**config.mk**
```make
export PLATFORM = sky130hd
export DESIGN_NAME = ps2_kbd_rx
export DESIGN_NICKNAME = d
export VERILOG_FILES = /design/src/rtl/ps2_rx_pkg.sv /design/src/rtl/ps2_rx_filter.sv /design/src/rtl/ps2_kbd_rx.sv
export SDC_FILE = /design/constraint.sdc
export NUM_CORES = 1
export LEC_CHECK = 0
export CORE_AREA = 3 3 60 104
export DETAILED_ROUTE_END_ITERATION = 8
export DIE_AREA = 0 0 63 107
export GPL_TIMING_DRIVEN = 0
export PLACE_DENSITY = 0.69
export SLEW_MARGIN = 20
export SYNTH_ARGS = -nofsm -noshare
export SYNTH_HDL_FRONTEND = slang
export SYNTH_SLANG_ARGS = --single-unit
```
**constraint.sdc**
```tcl
create_clock -name clk_sys -period 2.7 [get_ports clk_sys]
set_input_delay 0.54 -clock clk_sys [delete_from_list [all_inputs] [get_ports clk_sys]]
set_output_delay 0.54 -clock clk_sys [all_outputs]
set_load 0.05 [all_outputs]
```
**src/rtl/ps2_rx_pkg.sv**
```systemverilog
// Shared definitions for the PS/2 receiver: FSM state encodings, scancode constants, FIFO sizing.
package ps2_rx_pkg;

  localparam logic [1:0] ST_IDLE   = 2'd0;
  localparam logic [1:0] ST_DATA   = 2'd1;
  localparam logic [1:0] ST_PARITY = 2'd2;
  localparam logic [1:0] ST_STOP   = 2'd3;

  localparam logic [7:0] SC_EXT = 8'hE0;
  localparam logic [7:0] SC_REL = 8'hF0;

  localparam int FIFO_DEPTH = 8;
  localparam int FIFO_AW    = 3;

  // BAT-ok, ACK, echo and resend replies are not key events.
  function automatic logic is_nonkey(input logic [7:0] code);
    return (code == 8'hAA) || (code == 8'hFA) || (code == 8'hEE) || (code == 8'hFE);
  endfunction

endpackage

```
**src/rtl/ps2_rx_filter.sv**
```systemverilog
// PS/2 line conditioning: 2-FF synchronisers, ps2_clk glitch filter, one-cycle fall pulse with
// the synchronised data bit captured in the same cycle. Reusable for a mouse receiver.
module ps2_rx_filter #(
  parameter int FILT = 4
) (
  input  logic clk_i,
  input  logic rst_i,
  input  logic ps2_clk_i,
  input  logic ps2_data_i,
  output logic fall_o,
  output logic data_o
);

  localparam int CW = $clog2(FILT + 1);

  logic [1:0]    clk_sync_q;
  logic [1:0]    data_sync_q;
  logic          filt_q, filt_d;
  logic [CW-1:0] cnt_q, cnt_d;
  logic          fall_q, fall_d;
  logic          data_q, data_d;

  // Filtered clock follows the synchronised level only after FILT consecutive differing samples.
  always_comb begin
    filt_d = filt_q;
    cnt_d  = '0;
    if (clk_sync_q[1] != filt_q) begin
      if (cnt_q == CW'(FILT - 1)) filt_d = clk_sync_q[1];
      else                        cnt_d  = cnt_q + CW'(1);
    end
    fall_d = filt_q & ~filt_d;
    data_d = fall_d ? data_sync_q[1] : data_q;
  end

  always_ff @(posedge clk_i or posedge rst_i) begin
    if (rst_i) begin
      clk_sync_q  <= 2'b11;
      data_sync_q <= 2'b11;
      filt_q      <= 1'b1;
      cnt_q       <= '0;
      fall_q      <= 1'b0;
      data_q      <= 1'b0;
    end else begin
      clk_sync_q  <= {clk_sync_q[0], ps2_clk_i};
      data_sync_q <= {data_sync_q[0], ps2_data_i};
      filt_q      <= filt_d;
      cnt_q       <= cnt_d;
      fall_q      <= fall_d;
      data_q      <= data_d;
    end
  end

  assign fall_o = fall_q;
  assign data_o = data_q;

endmodule

```
**src/rtl/ps2_kbd_rx.sv**
```systemverilog
// PS/2 keyboard host receiver: frame deserialiser, timeout, set-2 make/break/E0 decoder.
// Optional byte FIFO enabled with `define PS2_RX_FIFO_EN.
//
// state     | meaning
// ST_IDLE   | waiting for a start bit (0) on a filtered fall
// ST_DATA   | shifting in 8 data bits, LSB first
// ST_PARITY | capturing the odd-parity bit
// ST_STOP   | checking stop bit and parity, then back to idle
module ps2_kbd_rx
  import ps2_rx_pkg::*;
#(
  parameter int FILT    = 4,
  parameter int TIMEOUT = 4096,
  parameter int TO_W    = 13
) (
  input  logic       clk_sys,
  input  logic       reset,
  input  logic       ps2_clk,
  input  logic       ps2_data,
  input  logic       byte_rd,
  output logic       byte_valid,
  output logic [7:0] byte_data,
  output logic       parity_err,
  output logic       frame_err,
  output logic       timeout_err,
  output logic       key_strobe,
  output logic [7:0] key_code,
  output logic       key_pressed,
  output logic       key_extended
);

  logic fall;
  logic sdata;

  ps2_rx_filter #(.FILT(FILT)) u_filter (
    .clk_i      (clk_sys),
    .rst_i      (reset),
    .ps2_clk_i  (ps2_clk),
    .ps2_data_i (ps2_data),
    .fall_o     (fall),
    .data_o     (sdata)
  );

  logic [1:0]      state_q, state_d;
  logic [2:0]      idx_q, idx_d;
  logic [7:0]      shift_q, shift_d;
  logic            par_q, par_d;
  logic [TO_W-1:0] to_q, to_d;
  logic            good_q, good_d;
  logic [7:0]      gbyte_q, gbyte_d;
  logic            perr_q, perr_d;
  logic            ferr_q, ferr_d;
  logic            terr_q, terr_d;

  always_comb begin
    state_d = state_q;
    idx_d   = idx_q;
    shift_d = shift_q;
    par_d   = par_q;
    to_d    = to_q;
    good_d  = 1'b0;
    gbyte_d = gbyte_q;
    perr_d  = 1'b0;
    ferr_d  = 1'b0;
    terr_d  = 1'b0;
    case (state_q)
      ST_IDLE: begin
        if (fall && !sdata) begin
          state_d = ST_DATA;
          idx_d   = 3'd0;
        end
      end
      ST_DATA: begin
        if (fall) begin
          shift_d[idx_q] = sdata;
          if (idx_q == 3'd7) state_d = ST_PARITY;
          else               idx_d   = idx_q + 3'd1;
        end
      end
      ST_PARITY: begin
        if (fall) begin
          par_d   = sdata;
          state_d = ST_STOP;
        end
      end
      ST_STOP: begin
        if (fall) begin
          state_d = ST_IDLE;
          if (!sdata)                    ferr_d = 1'b1;
          else if (~^{shift_q, par_q})   perr_d = 1'b1;
          else begin
            good_d  = 1'b1;
            gbyte_d = shift_q;
          end
        end
      end
      default: state_d = ST_IDLE;
    endcase

    // A fall always restarts the count, so it can never coincide with an abort.
    if (state_q == ST_IDLE) begin
      to_d = '0;
    end else if (fall) begin
      to_d = '0;
    end else if (to_q == TO_W'(TIMEOUT - 1)) begin
      to_d    = '0;
      state_d = ST_IDLE;
      terr_d  = 1'b1;
    end else begin
      to_d = to_q + TO_W'(1);
    end
  end

  always_ff @(posedge clk_sys or posedge reset) begin
    if (reset) begin
      state_q <= ST_IDLE;
      idx_q   <= 3'd0;
      shift_q <= 8'h00;
      par_q   <= 1'b0;
      to_q    <= '0;
      good_q  <= 1'b0;
      gbyte_q <= 8'h00;
      perr_q  <= 1'b0;
      ferr_q  <= 1'b0;
      terr_q  <= 1'b0;
    end else begin
      state_q <= state_d;
      idx_q   <= idx_d;
      shift_q <= shift_d;
      par_q   <= par_d;
      to_q    <= to_d;
      good_q  <= good_d;
      gbyte_q <= gbyte_d;
      perr_q  <= perr_d;
      ferr_q  <= ferr_d;
      terr_q  <= terr_d;
    end
  end

  logic       ext_q, ext_d;
  logic       rel_q, rel_d;
  logic       ks_q, ks_d;
  logic [7:0] kc_q, kc_d;
  logic       kp_q, kp_d;
  logic       ke_q, ke_d;

  always_comb begin
    ext_d = ext_q;
    rel_d = rel_q;
    ks_d  = 1'b0;
    kc_d  = kc_q;
    kp_d  = kp_q;
    ke_d  = ke_q;
    if (good_q) begin
      if (gbyte_q == SC_EXT)      ext_d = 1'b1;
      else if (gbyte_q == SC_REL) rel_d = 1'b1;
      else if (!is_nonkey(gbyte_q)) begin
        ks_d  = 1'b1;
        kc_d  = gbyte_q;
        kp_d  = ~rel_q;
        ke_d  = ext_q;
        ext_d = 1'b0;
        rel_d = 1'b0;
      end
    end
    if (perr_d || ferr_d || terr_d) begin
      ext_d = 1'b0;
      rel_d = 1'b0;
    end
  end

  always_ff @(posedge clk_sys or posedge reset) begin
    if (reset) begin
      ext_q <= 1'b0;
      rel_q <= 1'b0;
      ks_q  <= 1'b0;
      kc_q  <= 8'h00;
      kp_q  <= 1'b0;
      ke_q  <= 1'b0;
    end else begin
      ext_q <= ext_d;
      rel_q <= rel_d;
      ks_q  <= ks_d;
      kc_q  <= kc_d;
      kp_q  <= kp_d;
      ke_q  <= ke_d;
    end
  end

  assign parity_err   = perr_q;
  assign frame_err    = ferr_q;
  assign timeout_err  = terr_q;
  assign key_strobe   = ks_q;
  assign key_code     = kc_q;
  assign key_pressed  = kp_q;
  assign key_extended = ke_q;

`ifdef PS2_RX_FIFO_EN
  logic [7:0]       mem_q [FIFO_DEPTH];
  logic [FIFO_AW:0] wp_q, rp_q;
  logic             empty, full, pop, push;

  assign empty = (wp_q == rp_q);
  assign full  = (wp_q[FIFO_AW] != rp_q[FIFO_AW]) &&
                 (wp_q[FIFO_AW-1:0] == rp_q[FIFO_AW-1:0]);
  assign pop   = byte_rd & ~empty;
  // When full, a push is only accepted if the head leaves in the same cycle.
  assign push  = good_q & (~full | pop);

  always_ff @(posedge clk_sys or posedge reset) begin
    if (reset) begin
      wp_q <= '0;
      rp_q <= '0;
      for (int i = 0; i < FIFO_DEPTH; i++) mem_q[i] <= 8'h00;
    end else begin
      if (push) begin
        mem_q[wp_q[FIFO_AW-1:0]] <= gbyte_q;
        wp_q                     <= wp_q + 1'b1;
      end
      if (pop) rp_q <= rp_q + 1'b1;
    end
  end

  assign byte_valid = ~empty;
  assign byte_data  = mem_q[rp_q[FIFO_AW-1:0]];
`else
  logic unused_byte_rd;
  assign unused_byte_rd = byte_rd;
  assign byte_valid     = good_q;
  assign byte_data      = gbyte_q;
`endif

endmodule

```
==> results.toml, run 1 <==
[cells_and_area]
fillers = 475
layout-drive-gt1-share = 0.185
final_cells = 347
final_util = 0.587
n_antenna_cell = 0
finalInstanceArea_mm2 = 0.00325
area_growth_pct = 19.6
num-nets-final = 277

[worst_setup_path]
critPathKind = "register to primary output"
critical_path.top_delay_family = "buffers and inverters"
cpPeakStageDelay_ns = 0.85
crit_buf_inv = 1
required_ns = 2.16
cp_data_arrival_time_ns = 1.65
critPathLaunchType = "register"
crit_slowest_cell = "clkdlybuf4s50_1"
cp_max_fo = 7
cp-end-kind = "primary output"
cp_cell_sequence = "clkdlybuf4s50_1"

[yosys]
ys.warnings.count = 0
seq_area_frac_synth = 0.573
synth-main-ff-cell = "dfrtp_1"
syn_inst = 230
avgSynthCellArea_um2 = 11.8
syn_nets = 239
ys_seq_elements = 62
synth.cell_area_mm2 = 0.00272
synth-edff-count = 0
synthArstFlopShare = 1.00
yosysUniqueCellTypes = 42

[detailed_routing]
drc_errors = 0
drt-initial-drc-count = 53
drt-wirelength-per-cell_um = 13.3
antenna_left = 0
dr.pass1.iters = 4
drt-vias-per-instance = 5.14
num_vias = 1784
routed_wl_um = 4610

[power]
p_leak_nw = 1.50
ir_drop_mv = 0.406
pwr_density_cell_mw_per_mm2 = 593

[clock_tree]
root_buffer = "clkbuf_8"
clkLatencyLatePin_ns = 0.33
cts_setup_buffers = 0
clk_pin_slew_ns = 0.06
htreeDepth = 3
ctsResizeCount = 0
cts.sinks = 62
cts_hold_buf = 0
clock_path_buffers = 2
cts_buffers = 9
cts_tree = "built"

[placed_design]
placed_cell_area_mm2 = 0.00310
place_congestion = 0.727
numPlacedInstances = 333
port_buffers = 26
post-place-ws_ns = 0.560
place_hpwl_um = 3410

[global_routing]
grt_max_degree = 44
grt_pass1_wl_um = 8250
grt_use_total = 0.160
antenna_found_initial = 0
grt-ovfl-total = 0
grt_pass1_vias = 1908

[timing]
fin_crit_ns = 2.19
fin_ws_ns = 0.512
slew_violations = 0
finClkSkew_ns = 0.00698
slew_headroom = 0.563
rsz0062_at_grt = "no"
tns_ns = 0
setup_viol = 0
worst_pin_slew_ns = 0.654
fmax_ghz = 0.457
finalHoldViolCount = 0
fin_crit_sh = 0.810

[worst_hold_path]
hold_path.class = "register to register"

[floorplan]
core_mm2 = 0.00554
die-area_mm2 = 0.00674
rows = 36
io_pins = 28
start_util = 0.491
fp.dieW_um = 63
die_y_um = 107

[run]
drv_cap = 0

[status]
status = "completed"
==> state kept, by name (all words and copies together) (netlist names), 2 cells and up <==
signal                cells
u_filter.data_sync_q      2
idx_q                     3
key_code                  8
u_filter.cnt_q            3
u_filter.clk_sync_q       2
shift_q                   8
to_q                     13
state_q                   2
byte_data                 8
==> power by group <==
| group | internal [mW] | switching [mW] |
|---|---|---|
| clock network | 0.345 | 0.318 |
| registers | 0.993 | 0.0372 |
| logic | 0.0887 | 0.148 |
==> stage by stage <==
stage / hold WS, ns / power [mW]
finish: 0.355 / 1.93
global route: 0.359 / 2.04
global placement: 0.346 / 1.28
CTS: 0.356 / 1.97
floorplan: 0.345 / 1.22
detailed placement: 0.347 / 1.29
==> cell usage in the layout, fill, tap and decap left out, types with 2 or more instances in the layout <==
cell type	n
clkinv_2	2
ha_1	4
dfstp_2	5
xor2_1	5
clkdlybuf4s50_1	26
and3b_1	2
nor2_1	18
a21oi_1	2
xnor2_1	12
nand3_1	9
nand2_1	17
and3_1	3
mux2_2	24
nand4_1	4
a31oi_1	3
o22ai_1	2
clkbuf_8	10
inv_1	8
o21ai_0	12
nor3_1	5
or3_1	2
nand3b_1	4
nor2b_1	3
dfrtp_1	57
nor3b_1	5
clkbuf_1	6
==> path summary, 6_finish.rpt <==
| check | from | endpoint | slack, ns | cells past startpoint |
|---|---|---|---|---|
| setup / recovery | byte_data[4]$_DFFE_PP0P_ | byte_data[4] | 0.51 | 1 |
| max in group asynchronous | reset | u_filter.data_sync_q[1]$_DFF_PP1_ | 1.65 | 3 |
| setup reg to reg | to_q[0]$_DFF_PP0_ | to_q[10]$_DFF_PP0_ | 0.58 | 6 |
| min in group asynchronous | reset | shift_q[2]$_DFFE_PP0P_ | 0.50 | 2 |
| hold / removal | u_filter.data_sync_q[0]$_DFF_PP1_ | u_filter.data_sync_q[1]$_DFF_PP1_ | 0.36 | 0 |
| hold reg to reg | u_filter.data_sync_q[0]$_DFF_PP1_ | u_filter.data_sync_q[1]$_DFF_PP1_ | 0.36 | 0 |
==> synthesized netlist by cell type (all sizes together) (5+ instances only) <==
cell	instances	area [µm²]
nand2	17	63.8
o21ai	12	60.1
mux2	24	270
nor3b	5	37.5
xnor2	12	105
inv	9	33.8
nor2	19	87.6
dfrtp	57	1430
dfstp	5	131
nand3	9	45.0
xor2	5	43.8
nor3	5	25.0
==> area by class of cell <==
type	count	area, µm²	area share
Timing Repair Buffer	27	280	0.0862
Multi-Input combinational cell	153	1100	0.337
Buffer	6	31.3	0.00962
Clock inverter	2	10.0	0.00308
Inverter	9	36.3	0.0112
Tap cell	76	95.1	0.0292
Sequential cell	62	1560	0.479
Clock buffer	12	145	0.0446
==> kinds of logic (layout without fill, tap and decap cells) <==
group,Yosys count,after routing,share of synthesized area
XOR/XNOR,18,18,0.0635
flip-flops,62,62,0.573
adder cells (fa/ha/maj),4,4,0.0184
multiplexers,24,24,0.0994
AND/OR/NAND/NOR,80,80,0.161
AO/OA/AOI/OAI,27,27,0.0612
buffers and inverters,15,56,0.0239
==> per-layer routing <==
metal,global-route usage,vias to the layer above,share of wire
met1,0.156,865,0.38
met2,0.287,30,0.55
li1,-,880,-
met4,0.107,0,0.030
met3,0.0451,9,0.035
met5,0,-,0
(Power assumes the default switching activity.)
==> run 2, diff against run 1 <==
--- a/config.mk
+++ b/config.mk
@@ -9,7 +9,7 @@
 export DETAILED_ROUTE_END_ITERATION = 8
 export DIE_AREA = 0 0 63 107
 export GPL_TIMING_DRIVEN = 0
-export PLACE_DENSITY = 0.69
+export PLACE_DENSITY = 0.72
 export SLEW_MARGIN = 20
 export SYNTH_ARGS = -nofsm -noshare
 export SYNTH_HDL_FRONTEND = slang
==> constraint.sdc (replaced) <==
create_clock -name clk_sys -period 1.9 [get_ports clk_sys]
set_input_delay 0.38 -clock clk_sys [delete_from_list [all_inputs] [get_ports clk_sys]]
set_output_delay 0.38 -clock clk_sys [all_outputs]
set_load 0.05 [all_outputs]
==> results.toml, run 2 (synthesized netlist as in run 1, its figures left out) <==
[placed_design]
place_hpwl_um = 3500
port_buffers = 26
place_congestion = 0.745

[cells_and_area]
n_antenna_cell = 0
area_growth_pct = 27.1
num-nets-final = 287
largest_register = "to_q"
layout-drive-gt1-share = 0.276
final_common_cell = "dfrtp_1"
largest_reg_flops = 13
layout_common_cells = "dfrtp_1, nor2_1, mux2_2, nand2_1, o21ai_0"

[global_routing]
grt_use_total = 0.168
grt_pass1_wl_um = 8630
grt_max_degree = 33
antenna_found_initial = 0
grt_pass1_vias = 1903
grt-ovfl-total = 0

[detailed_routing]
drt-initial-drc-count = 49
drc_errors = 0
wl_met3_um = 169
dr.pass1.iters = 4
wl_met2_um = 2750
drt-vias-per-instance = 5.09
antenna_left = 0
drt-wirelength-per-cell_um = 13.8
wl_met1_um = 1870
num_vias = 1827
routed_wl_um = 4950
top_layer_used = "met4"

[timing]
finalHoldViolCount = 0
hold_slack_ns = 0.361
worst_pin_slew_ns = 0.691
fmax_ghz = 0.529
rsz0062_at_grt = "yes"
slew_violations = 0
tns_ns = 0
fin_crit_sh = 0.995
setup_viol = 0
slew_headroom = 0.538
finClkSkew_ns = 0.00624
fin_crit_ns = 1.89

[clock_tree]
clkLatencyLatePin_ns = 0.34
cts.sinks = 62
cts_hold_buf = 0
clock_path_buffers = 2
root_buffer = "clkbuf_8"
htreeDepth = 3
cts_tree = "built"
cts_buffers = 9
clk_pin_slew_ns = 0.06

[worst_setup_path]
cp_max_fo = 8
cp_data_arrival_time_ns = 2.11
cp-end-kind = "register"
critPathLaunchType = "register"
required_ns = 2.12
critPathKind = "register to register"

[run]
drv_cap = 0

[floorplan]
fp.dieW_um = 63
start_util = 0.491
core_mm2 = 0.00554
io_pins = 28
rows = 36
die-area_mm2 = 0.00674
die_y_um = 107

[worst_hold_path]
hold_path.class = "register to register"

[power]
p_leak_nw = 1.75
finalPower_mw = 2.80
ir_drop_mv = 0.514
pwr_density_cell_mw_per_mm2 = 810

[status]
status = "completed"
-- run 2: cell count changes in the layout (fill, tap and decap cells not counted), moves of 5 or more --
cell | previous run | this run
clkdlybuf4s50_1 | 26 | 11
buf_4 | 0 | 10
dlygate4sd2_1 | 0 | 9
mux2_2 | 24 | 17
mux2_4 | 0 | 7
dlymetal6s2s_1 | 0 | 6
xnor2_1 | 12 | 7
xnor2_2 | 0 | 5
-- run 2: path summary, 6_finish.rpt --
kind	cells past startpoint	slack, ns	to	startpoint
worst max-delay path	5	0.01	byte_data[6]$_DFFE_PP0P_	shift_q[6]$_DFFE_PP0P_
worst min-delay path	0	0.36	u_filter.data_sync_q[1]$_DFF_PP1_	u_filter.data_sync_q[0]$_DFF_PP1_
worst max register to register	5	0.01	byte_data[6]$_DFFE_PP0P_	shift_q[6]$_DFFE_PP0P_
worst min register to register	0	0.36	u_filter.data_sync_q[1]$_DFF_PP1_	u_filter.data_sync_q[0]$_DFF_PP1_
max in group asynchronous	3	0.77	u_filter.data_sync_q[1]$_DFF_PP1_	reset
min in group asynchronous	2	0.49	key_strobe$_DFF_PP0_	reset
-- run 2: through the flow --
stage	cell area, µm²	cells	worst slack [ns]	util
floorplan	2730	230	0.0208	-
global placement	3080	332	-0.200	0.556
detailed placement	3100	333	-0.283	0.560
CTS	3360	352	-0.00720	0.606
global route	3450	359	-0.0486	0.624
finish	3450	359	0.0100	0.624
-- run 2: what timing repair did --
item,in CTS,in global routing
pin swaps,5,5
setup endpoints to repair,39,36
gates resized for setup,24,12
buffers inserted,3,7
-- run 2: cell type report --
type | instances | area, µm²
buffer | 6 | 33.8
clock buffer | 11 | 141
clock inverter | 5 | 25.0
fill | 455 | 2090
inverter | 9 | 37.5
multi-input combinational | 153 | 1200
sequential | 62 | 1560
tap | 76 | 95.1
timing repair buffer | 37 | 359
-- run 2: per-layer routing --
metal  GRT usage  up-vias
met5           0        -
met4       0.109        0
met3      0.0419       12
met2       0.291       37
li1            -      896
met1       0.178      882
-- run 2: critical path, cell delays in order, from the launching register on --
cell and delay (ns):
dfrtp_1 0.42, xnor2_2 0.16, xnor2_2 0.22, xnor3_2 0.43
nor2_8 0.22, mux2_4 0.32
-- run 2: where the power goes --
group          internal (mW)  leakage (nW)  total [mW]  switching [mW]
sequential              1.41         0.838        1.46          0.0543
combinational          0.134         0.819       0.360           0.226
clock                  0.496        0.0926       0.974           0.478
total                   2.04          1.75        2.80           0.759
==> run 3, diff against run 2 <==
--- a/config.mk
+++ b/config.mk
@@ -10,6 +10,7 @@
 export DIE_AREA = 0 0 63 107
 export GPL_TIMING_DRIVEN = 0
 export PLACE_DENSITY = 0.72
+export SETUP_SLACK_MARGIN = 0.3
 export SLEW_MARGIN = 20
 export SYNTH_ARGS = -nofsm -noshare
 export SYNTH_HDL_FRONTEND = slang
==> results.toml, run 3 (synthesized netlist as in run 1, its figures left out) <==
[status]
status = "completed"

[power]
ir_drop_mv = 0.550
p_seq_frac = 0.498
clockPowerShare = 0.345
p_sw_frac = 0.274
comb_power_share = 0.156
p_int_mw = 2.14
pwr_density_cell_mw_per_mm2 = 807
p_switching_mw = 0.805
p_leak_nw = 1.74

[placed_design]
numPlacedInstances = 334
place_hpwl_um = 3540
place_congestion = 0.763
placed_cell_area_mm2 = 0.00316
port_buffers = 26

[timing]
fin_crit_sh = 0.993
rsz0062_at_grt = "yes"
fmax_ghz = 0.530
finalHoldViolCount = 0
slew_headroom = 0.673
slew_violations = 0
finClkSkew_ns = 0.00802
fin_crit_ns = 1.89
setup_viol = 0
worst_pin_slew_ns = 0.492

[worst_setup_path]
r2r-end = "byte_data[2]$_DFFE_PP0P_"
crit_buf_inv = 0
r2r-start = "shift_q[6]$_DFFE_PP0P_"
rrSetupSlack_ns = 0.01
cpPeakStageDelay_ns = 0.43
cp_data_arrival_time_ns = 2.12
reg2regPathDepth = 5
cp_cell_sequence = "xnor2_2 > xnor2_2 > xnor3_2 > nor2_8 > mux2_4"
cp_max_fo = 8
critPathKind = "register to register"
required_ns = 2.13
cp-end-kind = "register"
crit_slowest_cell = "xnor3_2"
cp_common_cell = "xnor2_2"
critical_path.top_delay_family = "XOR/XNOR gates"
critPathLaunchType = "register"

[clock_tree]
clkLatencyLatePin_ns = 0.35
cts_hold_buf = 0
htreeDepth = 3
cts_buffers = 9
cts_tree = "built"
cts.sinks = 62
clock_path_buffers = 2
clk_pin_slew_ns = 0.06
root_buffer = "clkbuf_8"

[cells_and_area]
finalInstanceArea_mm2 = 0.00365
num-nets-final = 300
layout_common_cells = "dfrtp_1, nor2_1, buf_4, mux2_4, nand2_1"
largest_register = "to_q"
final_util = 0.658
n_antenna_cell = 0
final_cells = 371
final-seq-area_mm2 = 0.00156
largest_reg_flops = 13
multi_input_area_mm2 = 0.00132
area_growth_pct = 34.1
fillers = 422
layout-drive-gt1-share = 0.397
final_common_cell = "dfrtp_1"

[floorplan]
start_util = 0.491
io_pins = 28
core_mm2 = 0.00554
die-area_mm2 = 0.00674
fp.dieW_um = 63
rows = 36
die_y_um = 107

[global_routing]
grt_max_degree = 27
grt_pass1_wl_um = 9410
grt_use_total = 0.186
grt_pass1_vias = 2017
grt-ovfl-total = 0
antenna_found_initial = 0

[detailed_routing]
drc_errors = 0
wl_met1_um = 2110
num_vias = 1931
drt-initial-drc-count = 77
dr.pass1.iters = 4
drt-wirelength-per-cell_um = 15.8
drt-vias-per-instance = 5.20
wl_met2_um = 3380
antenna_left = 0
wl_met3_um = 226
top_layer_used = "met4"
routed_wl_um = 5860

[worst_hold_path]
hold_path.class = "primary input to asynchronous set/reset pin"

[run]
drv_cap = 0
run 3: cell count changes in the layout (fill, tap and decap cells not counted), sizes merged:
cell           change
buf               +18
clkbuf            +13
clkdlybuf4s15      +7
clkdlybuf4s18      +1
clkdlybuf4s50      -8
clkinv             -4
dlygate4sd2        -9
dlymetal6s2s       -6
run 3: through the flow:
stage | hold slack, ns | TNS, ns | worst slack [ns] | power, mW
after global placement | 0.346 | -0.334 | -0.0360 | 1.82
after floorplan | 0.345 | 0 | 0.0835 | 1.74
after global routing | 0.359 | -0.429 | -0.0399 | 3.10
after CTS | 0.353 | -0.00556 | -0.00279 | 2.91
final | 0.356 | 0 | 0.0132 | 2.94
after detailed placement | 0.349 | -0.387 | -0.0650 | 1.84
run 3: area by class of cell:
type / instances / share of cell area
flip-flops and latches: 62 / 0.429
repair buffers: 50 / 0.116
plain buffers: 6 / 0.0117
well taps: 76 / 0.0261
multi-input cells: 153 / 0.362
clock inverters: 1 / 0.00137
clock buffers: 14 / 0.0446
inverters: 9 / 0.0103
run 3: worst register-to-register path, delay by kind of cell, from the launching register on:
kind             cells  cell delay (ns)
XOR/XNOR             3             0.82
multiplexers         1             0.33
flip-flops           1             0.41
AND/OR/NAND/NOR      1             0.22
run 3: repair_timing:
item,4_1_cts,5_1_grt
endpoints found under the setup margin,65,61
endpoints found under the hold margin,0,0
gates cloned,1,0
gates resized for setup,86,37
buffers inserted,17,4
pin swaps,10,9
run 3: power groups by stage:
stage          logic (mW)  clock network, mW  registers, mW
6_report            0.461               1.02           1.47
5_1_grt             0.514               1.11           1.48
4_1_cts             0.409               1.04           1.46
3_5_place_dp        0.352                  0           1.49
3_3_place_gp        0.332                  0           1.49
2_1_floorplan       0.261                  0           1.48
run 3: how the worst max path moves through the flow:
stage	startpoint	endpoint	slack [ns]	depth (start not counted)
after floorplan	shift_q[6]$_DFFE_PP0P_	byte_data[1]$_DFFE_PP0P_	0.08	5
after global placement	shift_q[3]$_DFFE_PP0P_	byte_data[3]$_DFFE_PP0P_	-0.04	5
after detailed placement	shift_q[6]$_DFFE_PP0P_	byte_data[4]$_DFFE_PP0P_	-0.07	5
after CTS	shift_q[1]$_DFFE_PP0P_	byte_data[6]$_DFFE_PP0P_	-0.003	5
after global routing	shift_q[5]$_DFFE_PP0P_	byte_data[2]$_DFFE_PP0P_	-0.04	5
final	shift_q[6]$_DFFE_PP0P_	byte_data[2]$_DFFE_PP0P_	0.01	5
run 3: per-layer routing:
layer | up-vias | track usage
li1 | 920 | -
met1 | 951 | 0.183
met2 | 48 | 0.340
met3 | 12 | 0.0629
met4 | 0 | 0.0948
met5 | - | 0
